**config.mk**
```make
export PLATFORM = sky130hd
export DESIGN_NAME = plc_timer_bank
export DESIGN_NICKNAME = d
export VERILOG_FILES = /design/src/rtl/plc_timer_bank.sv
export SDC_FILE = /design/constraint.sdc
export NUM_CORES = 1
export LEC_CHECK = 0
export ABC_CLOCK_PERIOD_IN_PS = 6900
export CORE_ASPECT_RATIO = 0.5
export CORE_MARGIN = 3
export CORE_UTILIZATION = 45
export CTS_CLUSTER_SIZE = 40
export DETAILED_ROUTE_END_ITERATION = 12
export GPL_TIMING_DRIVEN = 0
export HOLD_SLACK_MARGIN = 0.02
export PLACE_DENSITY = 0.72
export REMOVE_ABC_BUFFERS = 1
export SLEW_MARGIN = 20
export SYNTH_ARGS = -nofsm -noshare
export SYNTH_HDL_FRONTEND = slang
export SYNTH_SLANG_ARGS = --single-unit
```
**constraint.sdc**
```tcl
create_clock -name clk -period 6.9 [get_ports clk]
set_input_delay 1.38 -clock clk [delete_from_list [all_inputs] [get_ports clk]]
set_output_delay 1.38 -clock clk [all_outputs]
set_load 0.005 [all_outputs]
```
**src/rtl/plc_timer_bank.sv**
```systemverilog
// plc_timer_bank: NUM_CH independent PLC timers (TON / TOF / TP / MAN).
// All channels count a shared prescaled tick and obey a global estop.
// Each channel has its own mode, preset, elapsed counter and output.
//
// Interface timing: cfg_we is a single-cycle write strobe with no ready/ack
// path. A write is accepted on any enabled clock edge where cfg_we=1 and
// cfg_ch names an existing channel; all other writes are dropped silently.
module plc_timer_bank #(
  parameter int NUM_CH     = 4,
  parameter int CNT_W      = 16,
  parameter int TICK_DIV   = 1000,
  parameter int DEF_PRESET = 20,
  localparam int CH_W      = (NUM_CH > 1) ? $clog2(NUM_CH) : 1
) (
  input  logic                clk,
  input  logic                reset,
  input  logic                ena,
  input  logic                estop,
  input  logic [NUM_CH-1:0]   ch_in,
  input  logic                cfg_we,
  input  logic [CH_W-1:0]     cfg_ch,
  input  logic [1:0]          cfg_mode,
  input  logic [CNT_W-1:0]    cfg_preset,
  input  logic [CH_W-1:0]     rd_ch,
  output logic [CNT_W-1:0]    rd_elapsed,
  output logic [NUM_CH-1:0]   q,
  output logic [NUM_CH-1:0]   busy,
  output logic [2*NUM_CH-1:0] dbg_state
);

  localparam int PS_W = (TICK_DIV > 1) ? $clog2(TICK_DIV) : 1;
  localparam logic [PS_W-1:0] PS_MAX = PS_W'(TICK_DIV - 1);

  typedef enum logic [1:0] {
    ST_IDLE   = 2'b00,
    ST_ACTIVE = 2'b01,
    ST_TIMING = 2'b10,
    ST_DONE   = 2'b11
  } ch_state_e;

  typedef enum logic [1:0] {
    MODE_TON = 2'b00,
    MODE_TOF = 2'b01,
    MODE_TP  = 2'b10,
    MODE_MAN = 2'b11
  } mode_e;

  logic [PS_W-1:0]  ps_q;
  logic             tick;

  ch_state_e        state_q   [NUM_CH];
  ch_state_e        state_d   [NUM_CH];
  mode_e            mode_q    [NUM_CH];
  mode_e            mode_d    [NUM_CH];
  logic [CNT_W-1:0] preset_q  [NUM_CH];
  logic [CNT_W-1:0] preset_d  [NUM_CH];
  logic [CNT_W-1:0] elapsed_q [NUM_CH];
  logic [CNT_W-1:0] elapsed_d [NUM_CH];
  logic [NUM_CH-1:0] q_q, q_d;
  logic [NUM_CH-1:0] in_d_q;
  logic [CNT_W-1:0]  rd_d;

  // Tick is high during the last cycle of each prescaler period.
  always_comb begin
    tick = (ps_q == PS_MAX);
  end

  // Per-channel next state; estop and a config write both override the timer.
  always_comb begin
    for (int i = 0; i < NUM_CH; i++) begin
      state_d[i]   = state_q[i];
      mode_d[i]    = mode_q[i];
      preset_d[i]  = preset_q[i];
      elapsed_d[i] = elapsed_q[i];
      q_d[i]       = q_q[i];

      // Configuration lands even while estop is held.
      if (cfg_we && (cfg_ch == CH_W'(i))) begin
        mode_d[i]   = mode_e'(cfg_mode);
        preset_d[i] = cfg_preset;
      end

      if (estop || (cfg_we && (cfg_ch == CH_W'(i)))) begin
        state_d[i]   = ST_IDLE;
        q_d[i]       = 1'b0;
        elapsed_d[i] = '0;
      end else begin
        unique case (mode_q[i])
          MODE_TON: begin
            unique case (state_q[i])
              ST_IDLE: begin
                if (ch_in[i]) begin
                  state_d[i]   = ST_TIMING;
                  elapsed_d[i] = '0;
                end
              end
              ST_TIMING: begin
                if (!ch_in[i]) begin
                  state_d[i]   = ST_IDLE;
                  elapsed_d[i] = '0;
                end else if (elapsed_q[i] == preset_q[i]) begin
                  state_d[i] = ST_DONE;
                  q_d[i]     = 1'b1;
                end else if (tick) begin
                  elapsed_d[i] = elapsed_q[i] + 1'b1;
                end
              end
              ST_DONE: begin
                if (!ch_in[i]) begin
                  state_d[i]   = ST_IDLE;
                  q_d[i]       = 1'b0;
                  elapsed_d[i] = '0;
                end
              end
              default: begin
                state_d[i]   = ST_IDLE;
                q_d[i]       = 1'b0;
                elapsed_d[i] = '0;
              end
            endcase
          end
          MODE_TOF: begin
            unique case (state_q[i])
              ST_IDLE: begin
                if (ch_in[i]) begin
                  state_d[i] = ST_ACTIVE;
                  q_d[i]     = 1'b1;
                end
              end
              ST_ACTIVE: begin
                if (!ch_in[i]) begin
                  state_d[i]   = ST_TIMING;
                  elapsed_d[i] = '0;
                end
              end
              ST_TIMING: begin
                // Retrigger wins over completion so a returning input keeps q high.
                if (ch_in[i]) begin
                  state_d[i]   = ST_ACTIVE;
                  elapsed_d[i] = '0;
                end else if (elapsed_q[i] == preset_q[i]) begin
                  state_d[i] = ST_IDLE;
                  q_d[i]     = 1'b0;
                end else if (tick) begin
                  elapsed_d[i] = elapsed_q[i] + 1'b1;
                end
              end
              default: begin
                state_d[i]   = ST_IDLE;
                q_d[i]       = 1'b0;
                elapsed_d[i] = '0;
              end
            endcase
          end
          MODE_TP: begin
            unique case (state_q[i])
              ST_IDLE: begin
                if (ch_in[i] && !in_d_q[i]) begin
                  state_d[i]   = ST_TIMING;
                  q_d[i]       = 1'b1;
                  elapsed_d[i] = '0;
                end
              end
              ST_TIMING: begin
                // Input is ignored here: the pulse is not retriggerable.
                if (elapsed_q[i] == preset_q[i]) begin
                  state_d[i] = ST_DONE;
                  q_d[i]     = 1'b0;
                end else if (tick) begin
                  elapsed_d[i] = elapsed_q[i] + 1'b1;
                end
              end
              ST_DONE: begin
                if (!ch_in[i]) begin
                  state_d[i]   = ST_IDLE;
                  elapsed_d[i] = '0;
                end
              end
              default: begin
                state_d[i]   = ST_IDLE;
                q_d[i]       = 1'b0;
                elapsed_d[i] = '0;
              end
            endcase
          end
          MODE_MAN: begin
            state_d[i]   = ST_IDLE;
            q_d[i]       = ch_in[i];
            elapsed_d[i] = '0;
          end
          default: begin
            state_d[i] = ST_IDLE;
          end
        endcase
      end
    end
  end

  // Readback mux; a select beyond the last channel matches nothing and reads 0.
  always_comb begin
    rd_d = '0;
    for (int i = 0; i < NUM_CH; i++) begin
      if (rd_ch == CH_W'(i)) begin
        rd_d = elapsed_q[i];
      end
    end
  end

  // State registers; ena low freezes everything including the prescaler.
  always_ff @(posedge clk or posedge reset) begin
    if (reset) begin
      ps_q       <= '0;
      q_q        <= '0;
      in_d_q     <= '0;
      rd_elapsed <= '0;
      for (int i = 0; i < NUM_CH; i++) begin
        state_q[i]   <= ST_IDLE;
        mode_q[i]    <= MODE_TON;
        preset_q[i]  <= CNT_W'(DEF_PRESET);
        elapsed_q[i] <= '0;
      end
    end else if (ena) begin
      ps_q       <= tick ? '0 : ps_q + 1'b1;
      q_q        <= q_d;
      in_d_q     <= ch_in;
      rd_elapsed <= rd_d;
      state_q    <= state_d;
      mode_q     <= mode_d;
      preset_q   <= preset_d;
      elapsed_q  <= elapsed_d;
    end
  end

  // Status outputs derived directly from the channel registers.
  always_comb begin
    q = q_q;
    for (int i = 0; i < NUM_CH; i++) begin
      busy[i]            = (state_q[i] == ST_TIMING);
      dbg_state[2*i +: 2] = state_q[i];
    end
  end

endmodule

```
======== Word-level counts from Yosys, hierarchy flattened ========
Index checks and enable logic that the tools add are counted.
operators by class
  add/sub/neg operators ................... 5
  multiply operators ...................... 0
  divide/modulo/power cells ............... 0
  $lt $le $gt $ge ......................... 0
  equal/unequal tests ..................... 87
  shift-type cells ........................ 0
  muxes and demuxes ....................... 157
  bitwise gates (word level) .............. 0
  reductions and logical operators ........ 42
operators by type and width
  cell                                                              number
  16-bit two-way mux                                                36
  16-bit case mux with 3 select lines                               12
  16-bit case mux with 4 select lines                               4
  4-bit inequality test (second input constant)                     32
  2-bit two-way mux                                                 40
  2-bit case mux with 3 select lines                                12
  16-bit by 1-bit adder with 16-bit output (second input constant)  4
  16-bit == test                                                    4
  3-bit inequality test (second input constant)                     16
  2-bit == test (second input constant)                             20
  10-bit AND reduction                                              4
  1-bit case mux with 3 select lines                                12
  1-bit two-way mux                                                 32
  2-bit case mux with 4 select lines                                4
  6-bit AND reduction                                               4
  2-bit by 1-bit == test with 1-bit output (second input constant)  10
  2-bit zero test                                                   10
  5-bit inequality test (second input constant)                     4
  1-bit case mux with 4 select lines                                4
  4-bit AND reduction                                               4
  10-bit by 1-bit adder with 10-bit output (second input constant)  1
  10-bit == test (second input constant)                            1
  10-bit two-way mux                                                1
  1-bit logical AND                                                 8
  other kinds (3)                                                   12
storage, ports and cells
  bits in registers ....................... 178
  latch bits .............................. 0
  RAM bits ................................ 0
  memory bits (read-only) ................. 0
  input port bits ......................... 31
  output and inout port bits .............. 32
  word-level logic and storage cells ...... 314
  memories ................................ 0

======== Longest topological paths before layout ========
Gate-level depths: netlist (run 1).
  depth in word-level cells ............... 7
  mapped depth ............................ 10
  depth with buffers taken out ............ 9

======== Worst setup path before layout (run 1) ========
No wires, ideal clock.
  path kind ............................... input -> register
  start point ............................. input port rd_ch[0]
  end point ............................... register rd_elapsed[0]
  data arrival time ....................... 3.092 ns
  data required time ...................... 6.775 ns
  path slack .............................. 3.684 ns
  cell stages on the path ................. 4
  path buffers ............................ 2
  cells stage by stage .................... clkbuf_1 buf_1 mux4_2 mux2_2
between the ends
  cells in the longest elaborated chain, start to end .. 5
  elaborated cells between the ends (all ways) .. 8
  classes of those cells .................. 3 x eq/ne; 4 x mux; 1 x reduce/logical
ends and longest elaborated chain
  what                              line  source
  from (decl)                       24    input logic [CH_W-1:0] rd_ch,
  2-bit zero test                   203   if (rd_ch == CH_W'(i)) begin
  16-bit two-way mux (3 in series)  203
  16-bit two-way mux (*)            203
  to (signal assigned)              226   rd_elapsed <= rd_d;
  to (decl)                         25    output logic [CNT_W-1:0] rd_elapsed,
Every way passes the cells marked *; elsewhere a longest branch is shown, timed or not.
A chain may end at the register's enable or synchronous reset.

======== Worst setup path in the final report (run 1) ========
  start point ............................. input port cfg_we
  end point ............................... register elapsed_q[45] (netlist name)
between the ends
  cells in the longest elaborated chain, start to end .. 4
  elaborated cells between the ends (all ways) .. 7
  classes of those cells .................. 3 x eq/ne; 1 x mux; 3 x reduce/logical
ends and longest elaborated chain
  what                                                                             line  source
  from (decl)                                                                      20    input logic cfg_we,
  1-bit logical AND (*)                                                            83    if (estop || (cfg_we && (cfg_ch == CH_W'(i)))) begin
  1-bit logical OR (*)                                                             83
  4-bit inequality test (no line) / 3-bit inequality test (equally long branches)  n/a
  4-bit AND reduction (no line)                                                    n/a
  to (signal assigned)                                                             230   elapsed_q <= elapsed_d;
  to (decl)                                                                        57    logic [CNT_W-1:0] elapsed_q [NUM_CH];
Marked as above.

==> reports/results.tsv, run 1 <==
metric	value	unit
power_frac_comb	34.8	%
numCtsBuffers	17	
cp-end-kind	flop	
cts_resized	0	
first_pass_iters	6	
path_clk_slew	70	ps
cts_root_buf	clkbuf_16	
post_synth.cell_area_avg	8.68	µm²
dieArea	33400	µm²
num_io_pins	63	
tritoncts	done	
hold_path.class	reg -> reg	
grt_max_degree	99	
skew	9.08	ps
whs_path_depth	1	
clock-sinks	178	
place_congestion	0.909	
post_cts_buffers	0	
grt_pass1_vias	11872	
swShare	39.2	%
insertion_delay	460	ps
relSlewSlack	26.5	%
ys.flop_type	dfrtp_1	
vdd_drop_max	0.000193	V
synth_cells	1613	
die-width	255	µm
max_stage_delay	830	ps
max_freq	243	MHz
pwr-share-seq	39.9	%
grt_usage	25.2	%
report.final.setup_viol	0	
ys_types	88	
synth_seq_area_share	31.9	%
remaining_drc_errors	0	
fin_crit_sh	59.5	%
postCtsHoldBufs	0	
synthToLayoutAreaGrowth	8.39	%
crit_type	in -> reg	
cp_max_fo	20	
core_area	29800	µm²
grt.overflow.total	0	
fin_area	15200	µm²
rows	44	
portBuffers	62	
reg2reg_depth	7	
synthArstFlopShare	100	%
status	complete, no violations	
ys_ff_latch	178	
drt-wirelength-per-cell	21.7	µm
vias	13025	
drv_slew	0	
layout-drive-gt1-share	12.4	%
hold_viol	0	
die_h	131	µm
dp_hpwl	28.6	mm
dpl_cell_area	14600	µm²
grt_pass1_wl	67.0	mm
synth_enable_flop_cells	0	
vias_per_cell	6.60	
drt_iter0_drc	1772	
antenna_left	0	
syn_area	14000	µm²
hold_ws	510	ps
synth_top_area_share	30.4	%
antenna_found_initial	1	
power.density	252	nW/µm²
rsz0062_at_grt	false	
power.switching	1.50	mW
worst_slew_pin_slew	1100	ps
min_period	4110	ps
wirelength	42.8	mm
synth.area.top_cells	dfrtp_1 (30%), mux2_2 (7.3%), xor2_1 (4.1%)	
htreeDepth	4	
yosysTopAreaCell	dfrtp_1	
cellLeakagePower	6.01	nW
initial_core_util	47.0	%
slowest_stage	a21oi_2	
path_cells	clkdlybuf4s50_1 -> a21oi_2 -> o211ai_1 -> nand2_1 -> a21oi_1 -> o22ai_1 -> a2bb2oi_1	
yosysWarnings	0	
crit_required	7280	ps
cts_buffer_depth	2	
clkPwrFrac	25.4	%
cp-start-kind	primary input	
cellInternalPower	2.32	mW
maxCapViolCount	0	
fin_nets	1618	
worstPathArrival	4490	ps
logic make-up after synthesis:
logic type / count (synthesis) / share of synthesized area (%)
XOR/XNOR: 76 / 4.76
adder cells (fa/ha/maj): 43 / 3.84
flip-flops: 178 / 31.9
multiplexers: 121 / 11.2
AO/OA/AOI/OAI: 486 / 23.6
AND/OR/NAND/NOR: 510 / 19.0
buffers and inverters: 199 / 5.78
cell usage in the layout (no fill, tap or decap), drive strengths merged, types with 19 or more instances in the layout:
cell type      count
a211oi            19
a21o              22
a21oi            111
a31oi             35
and2              22
and3              26
clkdlybuf4s50     60
dfrtp            170
ha                43
inv               48
mux2              91
mux4              19
nand2            144
nand3             60
nand4             50
nor2              75
nor3              39
nor4              33
o211ai            23
o21ai             89
o31ai             19
xor2              66
stage by stage:
stage	setup TNS [ps]	util, %	instances	setup WS [ps]	total power, mW
after floorplan	0	-	1458	703	2.36
after global placement	-333950	48.7	1934	-1970	2.80
after detailed placement	0	49.0	1939	2420	2.83
after CTS	0	50.8	1971	2890	3.80
after global routing	0	50.9	1971	2680	4.04
final	0	50.9	1972	2790	3.82
worst max-delay path: cells and delay by family:
kind,cells,cell delay [ps]
AO/OA/AOI/OAI,5,1680
AND/OR/NAND/NOR,1,650
buffers and inverters,1,760
state kept, by name, indices dropped and copies added (netlist names):
| signal | cells |
|---|---|
| mode_q | 8 |
| preset_q | 64 |
| in_d_q | 4 |
| dbg_state | 8 |
| ps_q | 10 |
| rd_elapsed | 16 |
| q | 4 |
| elapsed_q | 64 |
final timing paths:
check	from	end	slack [ps]
hold / removal	rd_elapsed[1]$_DFFE_PP0P_	rd_elapsed[1]$_DFFE_PP0P_	510
max in group asynchronous	reset	preset_q[4]$_DFFE_PP1P_	4560
min in group asynchronous	reset	ps_q[5]$_DFFE_PP0P_	1430
setup / recovery	cfg_we	elapsed_q[45]$_DFFE_PP0P_	2790
setup reg to reg	elapsed_q[15]$_DFFE_PP0P_	elapsed_q[0]$_DFFE_PP0P_	3350
hold reg to reg	rd_elapsed[1]$_DFFE_PP0P_	rd_elapsed[1]$_DFFE_PP0P_	510
final cells by class:
type / count / area (µm²)
Fill cell: 2730 / 14600
Multi-Input combinational cell: 1236 / 8780
Sequential cell: 178 / 4460
Timing Repair Buffer: 67 / 678
Tap cell: 414 / 518
Clock buffer: 18 / 429
Inverter: 44 / 173
Clock inverter: 14 / 129
Antenna cell: 1 / 2.50
cells in the mapped netlist (13+ instances only):
library cell and number:
o31ai_1 18, nor2_1 72, nand3_1 60, nor3_1 37, inv_1 43, a211oi_1 19, nor4_1 29, clkbuf_1 109
a31oi_1 35, and2_1 21, mux2_2 91, o211ai_1 23, dfrtp_1 170, o21a_1 17, o21ai_0 77, and3_1 26
nand2_1 144, nand4_1 49, a41oi_1 13, mux4_2 19, or3_1 13, a21o_1 22, xor2_1 66, buf_2 32
ha_1 43, a21oi_1 111
power by group through the flow:
stage          clock (mW)  combinational (mW)  sequential (mW)
2_1_floorplan           0               0.921             1.44
3_3_place_gp            0                1.28             1.52
3_5_place_dp            0                1.30             1.53
4_1_cts             0.978                1.31             1.51
5_1_grt              1.02                1.47             1.55
6_report            0.970                1.33             1.52
per-layer routing:
metal	up-vias	GRT usage, %	wire length (µm)
met5	-	0	0
met4	0	8.45	1050
met3	88	5.41	3730
met2	623	40.0	19200
met1	6368	34.7	18800
li1	5946	-	-
No activity file was read; power rests on OpenSTA's default activity.
==> inputs of run 2 (changes only) <==
- ABC_CLOCK_PERIOD_IN_PS: 6900 -> 4190
- clock period: 6.9 -> 4.19 ns (I/O delays scaled with it)
==> results of run 2 <==
Same layout as run 1 (identical final DEF). Status: complete, no violations.
Main changes from that run: setup slack after placement 2420 ps -> 248 ps; setup slack after layout 2790 ps -> 624 ps; register-to-register setup slack 3350 ps -> 640 ps; total power 3.82 mW -> 6.29 mW; worst IR drop on VDD 0.000193 V -> 0.000317 V
==> inputs of run 3 (changes only) <==
- CELL_PAD_IN_SITES_DETAIL_PLACEMENT: unset -> 1
- CELL_PAD_IN_SITES_GLOBAL_PLACEMENT: unset -> 2
- CORE_UTILIZATION: 45 -> 39
- GPL_ROUTABILITY_DRIVEN: unset -> 0
- PLACE_DENSITY: 0.72 -> 0.92
==> reports/results.tsv, run 3 (synthesized netlist as in run 1, its figures left out) <==
metric	value	unit	change
status	complete, no violations		
drt_iter0_drc	1383		-22%
fin_crit_sh	91.3	%	
report.final.setup_viol	0		unchanged
num_io_pins	63		unchanged
antenna_cells	0		-1
antenna_found_initial	0		-1
initial_core_util	40.1	%	-6.9 points
hold_path.class	reg -> reg		
vias_per_cell	6.71		+1.6%
cp-start-kind	flop		
rsz0062_at_grt	false		
grt_max_degree	85		-14%
path_cells	xor2_1 -> nor4_1 -> nand4_1 -> nand2_1 -> a21oi_1 -> mux4_2 -> nor2_1		
die_h	140	µm	+7.1%
dp_hpwl	35.2	mm	+23%
antenna_left	0		unchanged
relSlewSlack	23.0	%	-3.6 points
layout_common_cells	dfrtp_1 (170), nand2_1 (144), a21oi_1 (107)		
cellLeakagePower	6.06	nW	+0.75%
crit_required	4590	ps	
fin_nets	1621		+0.19%
insertion_delay	460	ps	about the same
path_clk_slew	80	ps	about the same
cp-end-kind	flop		
final_common_cell	dfrtp_1		
die-width	274	µm	+7.2%
drv_slew	0		unchanged
reg_top3	elapsed_q x64, preset_q x64, rd_elapsed x16		
maxCapViolCount	0		unchanged
grt.overflow.total	0		unchanged
grt_pass1_wl	82.6	mm	+23%
wirelength	52.0	mm	+22%
clock-sinks	178		unchanged
worstPathArrival	4220	ps	
htreeDepth	4		unchanged
crit_type	reg -> reg		
placed_cells	2003		+3.3%
reg2reg_depth	7		unchanged
cp_max_fo	18		-10%
portBuffers	62		unchanged
remaining_drc_errors	0		unchanged
worst_slew_pin_slew	1160	ps	+53.5 ps
rows	48		+9.1%
grt_pass1_vias	14453		+22%
pre_cts_ws	64.4	ps	
utilization	44.0	%	-6.9 points
postCtsHoldBufs	0		unchanged
slowest_stage	nand4_1		
cts_root_buf	clkbuf_16		
max_freq	261	MHz	
tritoncts	done		
vias	13657		+4.9%
power.density	433	nW/µm²	
numCtsBuffers	17		unchanged
min_period	3820	ps	
vdd_drop_max	0.000278	V	
whs_path_depth	2		+1
max_stage_delay	850	ps	+20 ps
worst_slack	365	ps	
hold_viol	0		unchanged
layout-drive-gt1-share	12.6	%	+0.17 points
grt_usage	27.0	%	+1.8 points
first_pass_iters	5		-1
skew	12.4	ps	+3.32 ps
fillCellCount	3985		+46%
drt-wirelength-per-cell	25.6	µm	+18%
cts_resized	0		unchanged
final_cells	2035		+3.2%
dieArea	38300	µm²	+15%
core_area	34900	µm²	+17%
post_cts_buffers	0		unchanged
synthToLayoutAreaGrowth	9.75	%	
cts_buffer_depth	2		unchanged
==> run 3: final timing paths <==
check / end / startpoint / slack (ps)
min in group asynchronous: preset_q[22]$_DFFE_PP0P_ / reset / 740
max reg2reg: elapsed_q[0]$_DFFE_PP0P_ / elapsed_q[1]$_DFFE_PP0P_ / 370
max: elapsed_q[0]$_DFFE_PP0P_ / elapsed_q[1]$_DFFE_PP0P_ / 370
min reg2reg: ps_q[9]$_DFFE_PP0P_ / ps_q[9]$_DFFE_PP0P_ / 510
min: ps_q[9]$_DFFE_PP0P_ / ps_q[9]$_DFFE_PP0P_ / 510
max in group asynchronous: preset_q[4]$_DFFE_PP1P_ / reset / 2350
==> run 3: final cells by class <==
| cell class | count | area (µm²) | share of cell area, % |
|---|---|---|---|
| clock buffer | 17 | 425 | 2.77 |
| tap | 475 | 594 | 3.87 |
| inverter | 44 | 173 | 1.12 |
| multi-input combinational | 1236 | 8770 | 57.1 |
| sequential | 178 | 4460 | 29.1 |
| clock inverter | 15 | 196 | 1.28 |
| timing repair buffer | 70 | 732 | 4.77 |
==> run 3: power by group <==
part	switching [mW]	internal [mW]
clock	0.828	0.957
combinational	1.34	0.968
sequential	0.512	2.04
total	2.68	3.96
==> run 3: critical path: cells and delay by family, from the launching register on <==
kind / cells / cell delay (ps)
AO/OA/AOI/OAI: 1 / 150
XOR/XNOR: 1 / 210
flip-flops: 1 / 530
multiplexers: 1 / 490
AND/OR/NAND/NOR: 4 / 2370
==> run 3: routing by layer <==
layer	routed length (µm)	vias to the layer above	GRT usage (%)	share of wire (%)
met4	1690	0	9.40	3.2
met3	3500	128	4.71	6.7
li1	-	5947	-	-
met2	24800	573	45.2	48
met5	0	-	0	0
met1	22000	7009	35.4	42
==> run 3: stage by stage <==
stage	setup TNS (ps)	hold WS [ps]	cell area (µm²)	total power [mW]
floorplan	-251800	458	13400	3.89
global placement	-949340	479	14600	4.62
detailed placement	0	493	14700	4.81
CTS	0	509	15300	6.61
global route	0	540	15400	7.00
finish	0	510	15400	6.64
